--- config.mk ---
export PLATFORM = sky130hd
export DESIGN_NAME = audio_playback_ctrl_flat
export DESIGN_NICKNAME = d
export VERILOG_FILES = /design/src/rtl/audio_playback_ctrl_if.sv /design/src/rtl/audio_playback_ctrl.sv /design/src/flat_wrapper.sv
export SDC_FILE = /design/constraint.sdc
export NUM_CORES = 1
export LEC_CHECK = 0
export BUFFER_PORTS_ARGS = -buffer_cell sky130_fd_sc_hd__buf_2
export CORE_MARGIN = 2
export CORE_UTILIZATION = 50
export DETAILED_ROUTE_END_ITERATION = 6
export PLACE_DENSITY = 0.74
export SETUP_SLACK_MARGIN = 0.3
export SYNTH_ARGS = -nofsm -noshare
export SYNTH_HDL_FRONTEND = slang
export SYNTH_SLANG_ARGS = --single-unit
--- constraint.sdc ---
create_clock -name clock50 -period 2.6 [get_ports clock50]
set_clock_uncertainty 0.1 [all_clocks]
set_input_delay 0.13 -clock clock50 [delete_from_list [all_inputs] [get_ports clock50]]
set_output_delay 0.13 -clock clock50 [all_outputs]
set_load 0.02 [all_outputs]
--- src/rtl/audio_playback_ctrl_if.sv ---
// Flash read bus between audio_playback_ctrl (master) and the flash controller (slave).
// Avalon-style: read is held while waitrequest=1; data returns later with readdatavalid.
interface audio_playback_ctrl_if;
  logic        read;
  logic [22:0] addr;
  logic        waitrequest;
  logic [31:0] readdata;
  logic        readdatavalid;

  modport master (
    output read, addr,
    input  waitrequest, readdata, readdatavalid
  );

  modport slave (
    input  read, addr,
    output waitrequest, readdata, readdatavalid
  );
endinterface

--- src/rtl/audio_playback_ctrl.sv ---
// audio_playback_ctrl: fetches 32-bit words from flash and releases them as two
// 16-bit samples, one per accepted sample_tick, under keyboard play/pause,
// direction and restart control.
// Optional build macro MUTE_ON_PAUSE_EN: while paused with a word ready, each tick
// emits a zero sample so the output stage sees a steady silent stream.
//
// state      | meaning
// -----------+-----------------------------------------------------------
// FETCH      | raise the read request for flash_addr
// WAIT_GRANT | hold the request until the slave drops waitrequest
// WAIT_DATA  | wait for readdatavalid, latch the word
// OUT_FIRST  | release the first half on the next accepted tick
// OUT_SECOND | release the other half on the next accepted tick
// ADVANCE    | step/wrap the address or apply a pending restart
module audio_playback_ctrl #(
  parameter logic [22:0] ADDR_MAX    = 23'h7FFFF,
  parameter logic [7:0]  KEY_PAUSE   = 8'h23,
  parameter logic [7:0]  KEY_PLAY    = 8'h24,
  parameter logic [7:0]  KEY_FWD     = 8'h46,
  parameter logic [7:0]  KEY_BWD     = 8'h42,
  parameter logic [7:0]  KEY_RESTART = 8'h52
) (
  input  logic                         clock50,
  input  logic                         rst,
  input  logic [7:0]                   key_control,
  input  logic                         sample_tick,
  audio_playback_ctrl_if.master        flash,
  output logic [15:0]                  audio_data,
  output logic                         audio_valid,
  output logic                         playing,
  output logic                         direction
);

  typedef enum logic [2:0] {
    FETCH,
    WAIT_GRANT,
    WAIT_DATA,
    OUT_FIRST,
    OUT_SECOND,
    ADVANCE
  } state_t;

  state_t      state_q, state_d;
  logic        flash_read_q, flash_read_d;
  logic [22:0] flash_addr_q, flash_addr_d;
  logic [31:0] word_q, word_d;
  logic [15:0] audio_data_q, audio_data_d;
  logic        audio_valid_q, audio_valid_d;
  logic        playing_q, playing_d;
  logic        direction_q, direction_d;
  logic        restart_pending_q, restart_pending_d;
  logic        dir_word_q, dir_word_d;
  logic        tick_ok;

  // A tick right after a released sample is ignored so audio_valid can never
  // be high on back-to-back cycles, even if the strobe is stretched.
  assign tick_ok = sample_tick && !audio_valid_q;

  // Register update with synchronous reset.
  always_ff @(posedge clock50) begin
    if (rst) begin
      state_q           <= FETCH;
      flash_read_q      <= 1'b0;
      flash_addr_q      <= '0;
      word_q            <= '0;
      audio_data_q      <= '0;
      audio_valid_q     <= 1'b0;
      playing_q         <= 1'b0;
      direction_q       <= 1'b1;
      restart_pending_q <= 1'b0;
      dir_word_q        <= 1'b1;
    end else begin
      state_q           <= state_d;
      flash_read_q      <= flash_read_d;
      flash_addr_q      <= flash_addr_d;
      word_q            <= word_d;
      audio_data_q      <= audio_data_d;
      audio_valid_q     <= audio_valid_d;
      playing_q         <= playing_d;
      direction_q       <= direction_d;
      restart_pending_q <= restart_pending_d;
      dir_word_q        <= dir_word_d;
    end
  end

  // Key decode, next-state and registered-output computation.
  always_comb begin
    state_d           = state_q;
    flash_read_d      = flash_read_q;
    flash_addr_d      = flash_addr_q;
    word_d            = word_q;
    audio_data_d      = audio_data_q;
    audio_valid_d     = 1'b0;
    playing_d         = playing_q;
    direction_d       = direction_q;
    restart_pending_d = restart_pending_q;
    dir_word_d        = dir_word_q;

    case (key_control)
      KEY_PLAY:    playing_d         = 1'b1;
      KEY_PAUSE:   playing_d         = 1'b0;
      KEY_FWD:     direction_d       = 1'b1;
      KEY_BWD:     direction_d       = 1'b0;
      KEY_RESTART: restart_pending_d = 1'b1;
      default:     ;
    endcase

    case (state_q)
      FETCH: begin
        flash_read_d = 1'b1;
        state_d      = WAIT_GRANT;
      end
      WAIT_GRANT: begin
        if (!flash.waitrequest) begin
          flash_read_d = 1'b0;
          state_d      = WAIT_DATA;
        end
      end
      WAIT_DATA: begin
        if (flash.readdatavalid) begin
          word_d  = flash.readdata;
          state_d = OUT_FIRST;
        end
      end
      OUT_FIRST: begin
        if (tick_ok && playing_q) begin
          // Direction is frozen here so both halves come out in a consistent order.
          dir_word_d    = direction_q;
          audio_data_d  = direction_q ? word_q[15:0] : word_q[31:16];
          audio_valid_d = 1'b1;
          state_d       = OUT_SECOND;
        end
`ifdef MUTE_ON_PAUSE_EN
        else if (tick_ok) begin
          audio_data_d  = 16'h0000;
          audio_valid_d = 1'b1;
        end
`endif
      end
      OUT_SECOND: begin
        if (tick_ok && playing_q) begin
          audio_data_d  = dir_word_q ? word_q[31:16] : word_q[15:0];
          audio_valid_d = 1'b1;
          state_d       = ADVANCE;
        end
`ifdef MUTE_ON_PAUSE_EN
        else if (tick_ok) begin
          audio_data_d  = 16'h0000;
          audio_valid_d = 1'b1;
        end
`endif
      end
      ADVANCE: begin
        if (restart_pending_q) begin
          flash_addr_d      = direction_q ? 23'd0 : ADDR_MAX;
          restart_pending_d = 1'b0;
        end else if (direction_q) begin
          flash_addr_d = (flash_addr_q == ADDR_MAX) ? 23'd0 : flash_addr_q + 23'd1;
        end else begin
          flash_addr_d = (flash_addr_q == 23'd0) ? ADDR_MAX : flash_addr_q - 23'd1;
        end
        state_d = FETCH;
      end
      default: state_d = FETCH;
    endcase
  end

  assign flash.read  = flash_read_q;
  assign flash.addr  = flash_addr_q;
  assign audio_data  = audio_data_q;
  assign audio_valid = audio_valid_q;
  assign playing     = playing_q;
  assign direction   = direction_q;

endmodule
--- src/flat_wrapper.sv ---
// flat-port wrapper written by rule: the top's interface ports become plain ports
module audio_playback_ctrl_flat 
#(
  parameter logic [22:0] ADDR_MAX    = 23'h7FFFF,
  parameter logic [7:0]  KEY_PAUSE   = 8'h23,
  parameter logic [7:0]  KEY_PLAY    = 8'h24,
  parameter logic [7:0]  KEY_FWD     = 8'h46,
  parameter logic [7:0]  KEY_BWD     = 8'h42,
  parameter logic [7:0]  KEY_RESTART = 8'h52
)
  (clock50, rst, key_control, sample_tick, audio_data, audio_valid, playing, direction, flash_read, flash_addr, flash_waitrequest, flash_readdata, flash_readdatavalid);
  audio_playback_ctrl_if flash_i ();
  input  logic clock50;
  input  logic rst;
  input  logic [7:0] key_control;
  input  logic sample_tick;
  output logic [15:0] audio_data;
  output logic audio_valid;
  output logic playing;
  output logic direction;
  output wire logic [$bits(flash_i.read)-1:0] flash_read;
  output wire logic [$bits(flash_i.addr)-1:0] flash_addr;
  input wire logic [$bits(flash_i.waitrequest)-1:0] flash_waitrequest;
  input wire logic [$bits(flash_i.readdata)-1:0] flash_readdata;
  input wire logic [$bits(flash_i.readdatavalid)-1:0] flash_readdatavalid;
  assign flash_read = flash_i.read;
  assign flash_addr = flash_i.addr;
  assign flash_i.waitrequest = flash_waitrequest;
  assign flash_i.readdata = flash_readdata;
  assign flash_i.readdatavalid = flash_readdatavalid;
  audio_playback_ctrl #(.ADDR_MAX(ADDR_MAX), .KEY_PAUSE(KEY_PAUSE), .KEY_PLAY(KEY_PLAY), .KEY_FWD(KEY_FWD), .KEY_BWD(KEY_BWD), .KEY_RESTART(KEY_RESTART)) u_core (.clock50(clock50), .rst(rst), .key_control(key_control), .sample_tick(sample_tick), .flash(flash_i), .audio_data(audio_data), .audio_valid(audio_valid), .playing(playing), .direction(direction));
endmodule
## After elaboration in Yosys (flattened, before gate mapping)

Index checks and enable logic that the tools add are counted.

| storage, ports and cells | value |
|---|---|
| register bits | 80 |
| input port bits | 45 |
| output and inout port bits | 43 |
| logic and storage cells | 67 |

| cells by class | value |
|---|---|
| add/sub/neg operators | 2 |
| eq/ne operators | 15 |
| multiplexer cells | 23 |
| bitwise gates (word level) | 1 |
| reductions and logical operators | 16 |

Operator list:

| operator | count |
|---|---|
| 2-to-1 mux 23 bit | 4 |
| 2-to-1 mux 16 bit | 4 |
| one-hot mux 16 bit (2 select lines) | 1 |
| equality test 8 x 7 -> 1 bit (second input constant) | 3 |
| adder 23 x 1 -> 23 bit (second input constant) | 1 |
| equality test 23 x 19 -> 1 bit (second input constant) | 1 |
| zero test 23 bit | 1 |
| subtractor 23 x 1 -> 23 bit (second input constant) | 1 |
| 2-to-1 mux 19 bit | 1 |
| equality test 8 x 6 -> 1 bit (second input constant) | 2 |
| one-hot mux 3 bit (5 select lines) | 1 |
| 2-to-1 mux 3 bit | 4 |
| nonzero test 2 bit | 4 |
| equality test 3 x 2 -> 1 bit (second input constant) | 2 |
| equality test 3 bit (second input constant) | 2 |
| one-hot mux 1 bit (2 select lines) | 3 |
| AND reduction 2 bit | 3 |
| 2-to-1 mux 1 bit | 5 |
| != test 2 x 1 -> 1 bit (second input constant) | 2 |
| != test 2 bit (second input constant) | 2 |
| AND reduction 4 bit | 1 |
| OR reduction 2 bit | 2 |
| equality test 3 x 1 -> 1 bit (second input constant) | 1 |
| zero test 3 bit | 1 |
| other kinds (4) | 5 |

## Longest topological paths before layout

Gate-level depths: netlist (run 1).

| logic depth | value |
|---|---|
| depth in word-level cells | 5 |
| gate-level depth with buffers | 10 |
| gate-level depth less buffers | 8 |

## Worst setup path after synthesis (run 1)

OpenSTA, ideal clock, no wires.

| path | value |
|---|---|
| path kind | reg2reg |
| start point | reg u_core.flash_addr_q[0] (netlist: u_core.flash.addr[0]) |
| end point | reg u_core.flash_addr_q[20] (netlist: u_core.flash.addr[20]) |
| library setup time | 0.120 ns |
| arrival time | 2.177 ns |
| required time | 2.380 ns |
| setup slack | 0.204 ns |
| stages on the path, launching flop included | 9 |
| buffers on the path | 1 |
| period minus slack after synthesis | 2.396 ns |
| path through | dfxtp_1 > ha_1 > nand3_4 > nor4_4 > a31oi_1 > buf_6 > a22o_1 > and3_1 > a211o_1 |

| between the ends | value |
|---|---|
| longest elaborated chain between the ends | 4 |
| elaborated cells on any way between the ends | 8 |
| those cells by class | add/sub: 2; eq/ne: 1; mux: 4; reduce/logical: 1 |

RTL lines:

| item | line | text |
|---|---|---|
| start: declaration | audio_playback_ctrl.sv:45 | `logic [22:0] flash_addr_q, flash_addr_d;` |
| start signal: assignment | audio_playback_ctrl.sv:75 | `flash_addr_q <= flash_addr_d;` |
| subtractor 23 x 1 -> 23 bit (tied with other cells) | audio_playback_ctrl.sv:160 | `flash_addr_d = (flash_addr_q == 23'd0) ? ADDR_MAX : flash_addr_q - 23'd1;` |
| 2-to-1 mux 23 bit (on tied branches) | audio_playback_ctrl.sv:160, audio_playback_ctrl.sv:158 |  |
| 2-to-1 mux 23 bit * | audio_playback_ctrl.sv:157 | `end else if (direction_q) begin` |
| 2-to-1 mux 23 bit * | audio_playback_ctrl.sv:154 | `if (restart_pending_q) begin` |

Every way passes the cells marked *; elsewhere a longest branch is shown, timed or not.
A chain may end at the register's enable or synchronous reset.

## Final worst setup path (run 1)

Same ends and word-level chain as after synthesis.

==> results.md, run 1 <==
* Status: complete, no violations
* Final setup margin at 398 ps
* DRT antenna net count at 0
* Avg Vias per Cell at 5.95
* Dpl ws at 264 ps
* Initial antenna violation count at 0
* Kind of end point of the critical path: register
* Most common cell after layout, fill and taps aside: nand2_1
* CP Max Fanout at 9
* Req. time, crit path at 2760 ps
* Die width at 97.4 um
* Gate count after technology mapping at 566
* Layout cells sized above 1 at 23.3%
* Endpoints failing hold at 0
* NetSw at 842 uW
* Layout Area Growth over Synthesis at 27.5%
* Sequential power share at 46.8%
* Crit Path Category: reg -> reg
* Clock Tree Buf Depth at 2
* RSZ-0062 raised after global routing: yes
* Final nets at 724
* P_leak at 0.00213 uW
* Worst slew pin tran at 761 ps
* CP max stage delay at 410 ps
* Drt drc at 0
* Final setup viols at 0
* I/O pin count at 88
* First-pass GRT wire length at 20.8 mm
* Fin crit share at 84.7%
* Hold WC Path Type: in -> reg
* Worst-path clk slew at 100 ps
* DR iter-0 viols at 340
* GRT overflow at 0
* Yosys reg bits at 80
* Initial Util at 50.7%
* Ys Warns at 0
* Comb power frac at 16.8%
* Portion of total power attributed to the clock network at 36.4%
* Startpoint Class: register
* Clock Tree Root: clkbuf_8
* Port-buffer cells at 87
* DR vias at 4693
* Worst EP arrival at 2360 ps
* Max_slew headroom at 49.2%
* Peak supply drop at 0.419 mV
* CTS tree: built
* GPL Wtd Cong at 0.951
* Internal at 1910 uW
* F_max at 454 MHz
* Sequential share of the synthesized area at 36.7%
* Wirelength, routed at 12.8 mm
* Setup TNS at 0 ps
* Post-route non-filler standard cell count at 789
* Area fraction of the dominant cell type after synthesis at 36.7%
* CP Cell Sequence: ha_4, nand3_4, nor4_4, a31oi_4, a22o_1, and3_1, a211o_1
* Core area at 8590 sq um
* Die area at 9480 sq um
* Die Height at 97.4 um
* Cell Area, Synth at 4360 sq um
* Post-Place Cells at 727
* Wirelength per Cell at 16.2 um
* H-tree levels at 3
* Most frequent cells in the layout: nand2_1, buf_2, dfxtp_1
* Sw Share at 30.6%
* Sink Count at 80
* Antenna Cells at 0
* Post-Syn Nets at 614
* Worst skew pair latency at 360 ps
* Syn_area_per_cell at 7.70 sq um
* Post-DP HPWL at 7.87 mm
* Drt first pass iters at 5
* Largest net degree at the start of global routing at 75
* Fin. max-slew vios at 0
* Yosys cell types at 63
* Max-cap violations at 0
* Hold WS at 27.9 ps
* Final core occ at 64.7%
* Most common flop cell mapped by yosys: dfxtp_1
* Number of global-route vias before repair at 4325
* Cell taking the most area after synthesis: dfxtp_1
* P per Cell Area at 495 nW/um^2
* EDFF count, synth at 0
* Slowest CP cell: dfxtp_4
* Gr usage total at 26.2%
* Row count at 34
* Top post-synthesis cells by area: dfxtp_1, nand2_1, a21oi_1
* CTS Buf Count at 9
* Fin crit period at 2200 ps
* Async set or reset register ratio after synthesis at 0%
[worst paths after layout]
| check | from | endpoint | slack [ps] | depth (start not counted) |
|---|---|---|---|---|
| setup / recovery | u_core.flash.addr[0] | u_core.flash.addr[20] | 400 | 7 |
| hold / removal | key_control[3] | u_core.direction | 30 | 4 |
| setup reg to reg | u_core.flash.addr[0] | u_core.flash.addr[20] | 400 | 7 |
| hold reg to reg | u_core.word_q[4] | u_core.word_q[4] | 360 | 2 |
[cell usage after synthesis (6+ instances only)]
master and number:
xnor2_1 7, nor2_1 49, a21oi_1 65, dfxtp_1 80, nor3_1 19, buf_4 7, nor4_1 8, clkbuf_1 31
a31oi_1 17, nand3_1 11, nand4_1 6, inv_1 10, nand2_1 97, o21ai_0 11, buf_2 8, o22ai_1 7
mux2i_1 18, a211oi_1 18
[final cells by class]
type / count / area [sq um]
Inverter: 11 / 41.3
Clock buffer: 9 / 124
Clock inverter: 7 / 86.3
Sequential cell: 80 / 1620
Timing Repair Buffer: 150 / 1010
Fill cell: 733 / 3040
Tap cell: 108 / 135
Multi-Input combinational cell: 424 / 2540
[power by group through the flow]
stage,clock network [uW],registers [uW],logic (uW)
floorplan,0,1310,265
global placement,0,1310,370
detailed placement,0,1320,370
CTS,1020,1290,417
global route,1070,1290,496
finish,1000,1290,461
[state kept, by name (all words and copies together) (netlist names)]
| signal | flops |
|---|---|
| u_core.audio_valid | 1 |
| u_core.playing | 1 |
| u_core.flash.read | 1 |
| u_core.flash.addr | 23 |
| u_core.direction | 1 |
| u_core.dir_word_q | 1 |
| u_core.restart_pending_q | 1 |
| u_core.state_q | 3 |
| u_core.audio_data | 16 |
| u_core.word_q | 32 |
[routing by layer]
metal / share of wire [%] / global-route usage (%) / vias up / wire (um)
li1: - / - / 2223 / -
met1: 42 / 33.5 / 2240 / 5420
met2: 50 / 44.8 / 201 / 6350
met3: 6.2 / 4.75 / 29 / 797
met4: 1.9 / 8.65 / 0 / 245
met5: 0 / 0 / - / 0
[cells by family (layout without fill, tap and decap cells)]
logic type,after synthesis,in the layout,synth area share (%)
compound gates,156,156,22.4
xor+xnor,11,11,2.21
fa+ha+maj,3,3,0.861
buf+inv,62,177,6.86
flops,80,80,36.7
mux,20,20,4.65
simple gates,234,234,26.3
[worst max-delay path: cells and delay by family (launching register included)]
family | cells | cell delay (ps)
fa+ha+maj | 1 | 170
simple gates | 3 | 690
flops | 1 | 410
compound gates | 3 | 740
[through the flow]
step	power, uW	instance area [sq um]
6_report	2750	5560
5_1_grt	2860	5560
4_1_cts	2720	5430
3_5_place_dp	1690	4810
3_3_place_gp	1680	4810
2_1_floorplan	1570	4360
[repair_timing]
action                                  4_1_cts  5_1_grt
hold buffers                                 39        0
resized for setup                             4       21
endpoints found under the setup margin        1       38
buffers inserted                              1        6
pin swaps                                     1        4
hold endpoints to repair                     41        0
Power figures use the tool's default switching activity.
==> run 2: changes to the inputs <==
--- a/config.mk
+++ b/config.mk
@@ -9,7 +9,7 @@
 export CORE_MARGIN = 2
 export CORE_UTILIZATION = 50
 export DETAILED_ROUTE_END_ITERATION = 6
-export PLACE_DENSITY = 0.74
+export PLACE_DENSITY = 0.77
 export SETUP_SLACK_MARGIN = 0.3
 export SYNTH_ARGS = -nofsm -noshare
 export SYNTH_HDL_FRONTEND = slang
==> constraint.sdc (replaced) <==
create_clock -name clock50 -period 2 [get_ports clock50]
set_clock_uncertainty 0.1 [all_clocks]
set_input_delay 0.1 -clock clock50 [delete_from_list [all_inputs] [get_ports clock50]]
set_output_delay 0.1 -clock clock50 [all_outputs]
set_load 0.02 [all_outputs]
==> run 2 against run 1 <==
The run now ends with setup timing left; count of clock-buffer cells in the layout unchanged; routed wire length increased by 30%; global-route usage is 4.4 points higher; combinational power grew 79%; sequential share of layout area is 3.8 points lower; sequential cell count did not move; power up 44%.
==> results.md, run 2 (same netlist as run 1, synthesis figures left out) <==
* CTS Buf Count at 9 (unchanged)
* I/O pin count at 88 (unchanged)
* Routed length on met1 at 6.08 mm (+12%)
* GRT overflow at 0 (unchanged)
* F_max at 485 MHz (+6.8%)
* DR vias at 5278 (+12%)
* Startpoint Class: register
* Top sig layer: met4
* Setup TNS at -155 ps (-155 ps)
* Wirelength, routed at 16.7 mm (+30%)
* Final nets at 786 (+8.6%)
* Drt drc at 0 (unchanged)
* Avg Vias per Cell at 6.20 (+4.3%)
* Kind of end point of the critical path: register
* Hold WC Path Type: in -> reg
* Comb power frac at 20.9% (+4.1 points)
* Drt first pass iters at 7 (+2)
* Hold path cells at 4 (unchanged)
* FF-to-FF End: u_core.flash.addr[7]
* Sink Count at 80 (unchanged)
* Final setup margin at -61.7 ps (-460 ps)
* Clock Tree Buf Depth at 2 (unchanged)
* Status: finished, violations left
* Hold WS at 15.3 ps (-12.6 ps)
* Worst skew pair latency at 380 ps (+20 ps)
* Reg-to-reg slack, setup at -60 ps (-460 ps)
* Failing checks: setup timing
* Layout cells sized above 1 at 36.6% (+13 points)
* DRT antenna net count at 0 (unchanged)
* Max-cap violations at 0 (unchanged)
* Port-buffer cells at 87 (unchanged)
* Peak supply drop at 0.511 mV (+22%)
* R2R depth at 9 (+2)
* Fillers at 546 (-26%)
* Hold Startpoint: key_control[0]
* Max_slew headroom at 63.8% (+15 points)
* Most common cell after layout, fill and taps aside: nand2_1
* CP Cell Sequence: inv_4, ha_2, nor3b_2, and4_4, a21oi_4, buf_4, a31oi_1, o22ai_1, a21oi_1
* Die width at 97.4 um (unchanged)
* Cell Area, Placed at 5250 sq um (+9.1%)
* CP Max Fanout at 10 (+1)
* NetSw at 1240 uW (+47%)
* Antenna Cells at 0 (unchanged)
* Fin crit period at 2060 ps (-140 ps)
* Most frequent cells in the layout: nand2_1, buf_2, buf_4
* Internal at 2720 uW (+43%)
* Endpoints failing hold at 0 (unchanged)
* Worst EP arrival at 2210 ps (-150 ps)
* Crit Path Category: reg -> reg
* Critical R2R Launch: u_core.flash.addr[0]
* Gr usage total at 30.6% (+4.4 points)
* CTS tree: built
* H-tree levels at 3 (unchanged)
* Core area at 8590 sq um (unchanged)
* First-pass GRT wire length at 23.4 mm (+13%)
* Req. time, crit path at 2150 ps (-610 ps)
* Sequential power share at 42.0% (-4.8 points)
* Initial Util at 50.7% (unchanged)
* Slowest CP cell: dfxtp_4
* Die area at 9480 sq um (unchanged)
* Final setup viols at 5 (+5)
* Post-DP HPWL at 8.68 mm (+10%)
* P_leak at 0.00257 uW (+21%)
* DR WL met3 at 1.27 mm (+60%)
* Cell area after layout at 6500 sq um (+17%)
* Clock Tree Root: clkbuf_8
* RSZ-0062 raised after global routing: yes
* Fin crit share at 103% (+18 points)
* Sw Share at 31.2% (+0.62 points)
* Fin. max-slew vios at 0 (unchanged)
* Met2 wire len at 8.33 mm (+31%)
* Largest net degree at the start of global routing at 79 (+5.3%)
* P per Cell Area at 608 nW/um^2 (+23%)
* Die Height at 97.4 um (unchanged)
* DR iter-0 viols at 619 (+82%)
* Area of the multi-input gates at 2830 sq um (+11%)
* Portion of total power attributed to the clock network at 37.1% (+0.7 points)
* CP max stage delay at 410 ps (about the same)
* Hold path endpoint: u_core.playing
* Worst slew pin tran at 539 ps (-223 ps)
* Layout Area Growth over Synthesis at 49.2%
* Worst-path clk slew at 100 ps (about the same)
* Top reg by flops: u_core.word_q
* Final core occ at 75.7% (+11 points)
* Number of global-route vias before repair at 4928 (+14%)
* Row count at 34 (unchanged)
* Max reg flops at 32 (unchanged)
* Wirelength per Cell at 19.6 um (+21%)
* Register area at 1650 sq um (+1.9%)
* Initial antenna violation count at 0 (unchanged)
* GPL Wtd Cong at 0.977 (+2.7%)
## run 2: cell types whose count changed in the layout (fill, tap and decap cells not counted), moves of 5 or more
cell / change
a21oi_1: -5
buf_4: +44
buf_6: +7
dfxtp_1: -8
dfxtp_4: +8
nand2_1: -5
nor3_1: -5
## run 2: layer usage
metal,track usage [%],vias up
li1,-,2354
met1,34.6,2459
met2,52.8,353
met3,7.84,112
met4,15.9,0
met5,0,-
## run 2: cell type report
cell class	count	area share (%)
clock buffer	9	1.90
inverter	11	0.712
timing repair buffer	212	24.7
clock inverter	7	1.71
sequential	80	25.4
tap	108	2.08
multi-input combinational	424	43.6
## run 2: metrics by stage
| stage | cells | total power (uW) | setup WS, ps |
|---|---|---|---|
| 2_1_floorplan | 566 | 2070 | -144 |
| 3_3_place_gp | 768 | 2260 | 9.62 |
| 3_5_place_dp | 768 | 2280 | -27.3 |
| 4_1_cts | 838 | 3790 | 26.3 |
| 5_1_grt | 851 | 4060 | -82.3 |
| 6_report | 851 | 3960 | -61.7 |
## run 2: how the worst max path moves through the flow
| stage | start | end | slack (ps) | cells past startpoint |
|---|---|---|---|---|
| floorplan | u_core.flash.addr[1] | u_core.flash.addr[20] | -140 | 8 |
| detailed placement | u_core.flash.addr[0] | u_core.flash.addr[8] | -30 | 8 |
| global route | u_core.flash.addr[0] | u_core.flash.addr[22] | -80 | 8 |
| CTS | u_core.flash.addr[1] | u_core.flash.addr[20] | 30 | 7 |
| finish | u_core.flash.addr[0] | u_core.flash.addr[7] | -60 | 9 |
| global placement | u_core.flash.addr[0] | u_core.flash.addr[5] | 10 | 8 |
## run 2: what timing repair did
action | CTS | global route
resized for setup | 26 | 68
hold buffers | 43 | 0
endpoints found under the hold margin | 38 | 0
setup endpoints to repair | 41 | 55
cloned | 0 | 3
buffers inserted | 11 | 10
pin swaps | 15 | 32
## run 2: power groups by stage
stage | Combinational, uW | Clock, uW | Sequential (uW)
2_1_floorplan | 371 | 0 | 1700
5_1_grt | 868 | 1520 | 1670
4_1_cts | 696 | 1430 | 1660
3_5_place_dp | 578 | 0 | 1700
6_report | 825 | 1470 | 1660
3_3_place_gp | 564 | 0 | 1700
## run 2: worst max-delay path, delay by kind of cell (launching register included)
kind | cells | cell delay (ps)
compound gates | 4 | 610
simple gates | 2 | 330
fa+ha+maj | 1 | 170
flops | 1 | 410
buf+inv | 2 | 290
==> run 3: changes to the inputs <==
==> constraint.sdc (replaced) <==
create_clock -name clock50 -period 1.8 [get_ports clock50]
set_clock_uncertainty 0.1 [all_clocks]
set_input_delay 0.09 -clock clock50 [delete_from_list [all_inputs] [get_ports clock50]]
set_output_delay 0.09 -clock clock50 [all_outputs]
set_load 0.02 [all_outputs]
==> run 3 against run 2 <==
Critical path depth increased by 1; register-to-register slack got worse by 370 ps; the run ends with DRC, setup timing left; sequential cell count unchanged; sequential power increased by 13%; setup slack got worse by 370 ps.
==> results.md, run 3 (same netlist as run 1, synthesis figures left out) <==
* Initial Util at 50.7% (unchanged)
* Status: finished, violations left
* Worst EP arrival at 2450 ps (+240 ps)
* Die Height at 97.4 um (unchanged)
* Clock Tree Buf Depth at 2 (unchanged)
* NetSw at 1690 uW (+37%)
* CP max stage delay at 390 ps (-20 ps)
* Fillers at 276 (-49%)
* Dpl ws at -253 ps (-226 ps)
* Peak supply drop at 0.584 mV (+14%)
* Hold WC Path Type: in -> reg
* Most frequent cells in the layout: buf_4, buf_2, dfxtp_1
* Initial antenna violation count at 0 (unchanged)
* Cell family with most CP delay: simple AND/OR/NAND/NOR gates
* CTS tree: built
* Req. time, crit path at 2020 ps (-130 ps)
* RSZ-0062 raised after global routing: yes
* GPL Wtd Cong at 0.958 (-1.9%)
* Wirelength, routed at 26.6 mm (+59%)
* Die area at 9480 sq um (unchanged)
* Final nets at 832 (+5.9%)
* Layout Area Growth over Synthesis at 78.4%
* Core area at 8590 sq um (unchanged)
* Hold WS at 45.8 ps (+30.5 ps)
* Fin crit share at 124% (+21 points)
* H-tree levels at 3 (unchanged)
* GRT overflow at 0 (unchanged)
* Antenna Cells at 0 (unchanged)
* Post-DP HPWL at 9.31 mm (+7.2%)
* Worst-path clk slew at 90 ps (about the same)
* CP Cell Sequence: inv_4, ha_4, nor3b_4, buf_4, buf_6, nand4_1, mux2i_1, a221oi_2, a21oi_2, nor2_1
* DR iter-0 viols at 1016 (+64%)
* Sw Share at 35.1% (+3.9 points)
* Crit Path Category: reg -> reg
* Drt first pass iters at 7 (unchanged)
* Setup TNS at -8120 ps (-7970 ps)
* Total power at 4820 uW (+22%)
* CTS Buf Count at 9 (unchanged)
* Portion of total power attributed to the clock network at 35.5% (-1.6 points)
* Number of global-route vias before repair at 5669 (+15%)
* Failing checks: DRC, setup timing
* DRT antenna net count at 0 (unchanged)
* Comb power frac at 25.7% (+4.8 points)
* Startpoint Class: register
* Endpoints failing hold at 0 (unchanged)
* Final setup margin at -427 ps (-365 ps)
* Max-cap violations at 0 (unchanged)
* Fin. max-slew vios at 0 (unchanged)
* Wirelength per Cell at 29.7 um (+51%)
* Sink Count at 80 (unchanged)
* Max_slew headroom at 68.3% (+4.5 points)
* Slowest CP cell: dfxtp_4
* P_leak at 0.00321 uW (+25%)
* Final core occ at 90.5% (+15 points)
* Die width at 97.4 um (unchanged)
* First-pass GRT wire length at 27.8 mm (+18%)
* Most common cell after layout, fill and taps aside: buf_4
* Kind of end point of the critical path: register
* Final setup viols at 39 (+34)
* Gr usage total at 36.7% (+6.1 points)
* Buf/Inv on CP at 3 (+1)
* Largest net degree at the start of global routing at 73 (-7.6%)
* Internal at 3130 uW (+15%)
* P per Cell Area at 620 nW/um^2 (+1.9%)
* Worst slew pin tran at 469 ps (-69.6 ps)
* F_max at 449 MHz (-7.4%)
* DR vias at 6528 (+24%)
* Max reg flops at 32 (unchanged)
* Avg Vias per Cell at 7.28 (+17%)
* Sequential power share at 38.8% (-3.2 points)
* Layout cells sized above 1 at 55.9% (+19 points)
* Fin crit period at 2230 ps (+165 ps)
* I/O pin count at 88 (unchanged)
* Top reg by flops: u_core.word_q
* Clock Tree Root: clkbuf_8
* Drt drc at 37 (+37)
* CP Max Fanout at 4 (-6)
* Row count at 34 (unchanged)
* Worst skew pair latency at 410 ps (+30 ps)
* Port-buffer cells at 87 (unchanged)
==> run 3: cell types whose count changed in the layout (fill, tap and decap cells not counted), moves of 15 or more <==
cell      before  now
nand2_1       92   60
a21oi_1       59   24
buf_4         67   93
a211oi_1      16    1
a21oi_2        5   38
nor2_1        45   29
nand2_4        1   32
==> run 3: per-layer routing <==
metal | share of wire [%] | global-route usage (%) | wire [um] | vias to the layer above
met2 | 43 | 62.1 | 11500 | 754
li1 | - | - | - | 2451
met1 | 30 | 39.3 | 8070 | 2964
met3 | 14 | 7.55 | 3640 | 359
met5 | 0 | 0 | 0 | -
met4 | 13 | 29.7 | 3410 | 0
==> run 3: final cells by class <==
class	instances	area (sq um)	area share (%)
tap	108	135	1.74
clock buffer	9	124	1.59
multi-input combinational	424	3630	46.7
inverter	11	46.3	0.595
sequential	80	1640	21.0
timing repair buffer	258	2100	27.0
clock inverter	7	109	1.40
==> run 3: worst paths after layout <==
kind                        startpoint                    end  slack (ps)  cells after the start
setup / recovery  u_core.flash.addr[0]  u_core.flash.addr[12]        -430                     10
hold / removal                     rst  u_core.flash.addr[18]          50                      2
setup reg to reg  u_core.flash.addr[0]  u_core.flash.addr[12]        -430                     10
hold reg to reg       u_core.word_q[9]       u_core.word_q[9]         410                      2
==> run 3: through the flow <==
stage	cells	instance area (sq um)
floorplan	566	4530
global placement	798	5490
detailed placement	798	5490
CTS	882	6660
global route	897	7780
finish	897	7780
==> run 3: power by group through the flow <==
| stage | registers (uW) | logic (uW) | clock network (uW) |
|---|---|---|---|
| floorplan | 1890 | 418 | 0 |
| finish | 1870 | 1240 | 1710 |
| global route | 1870 | 1260 | 1780 |
| detailed placement | 1890 | 664 | 0 |
| CTS | 1850 | 840 | 1580 |
| global placement | 1890 | 648 | 0 |
==> run 3: repair_timing <==
item,CTS,global route
setup buffers,19,11
endpoints found under the setup margin,71,74
endpoints found under the hold margin,39,0
cloned,4,5
pin swaps,24,114
resized for setup,74,216
hold buffers,45,0
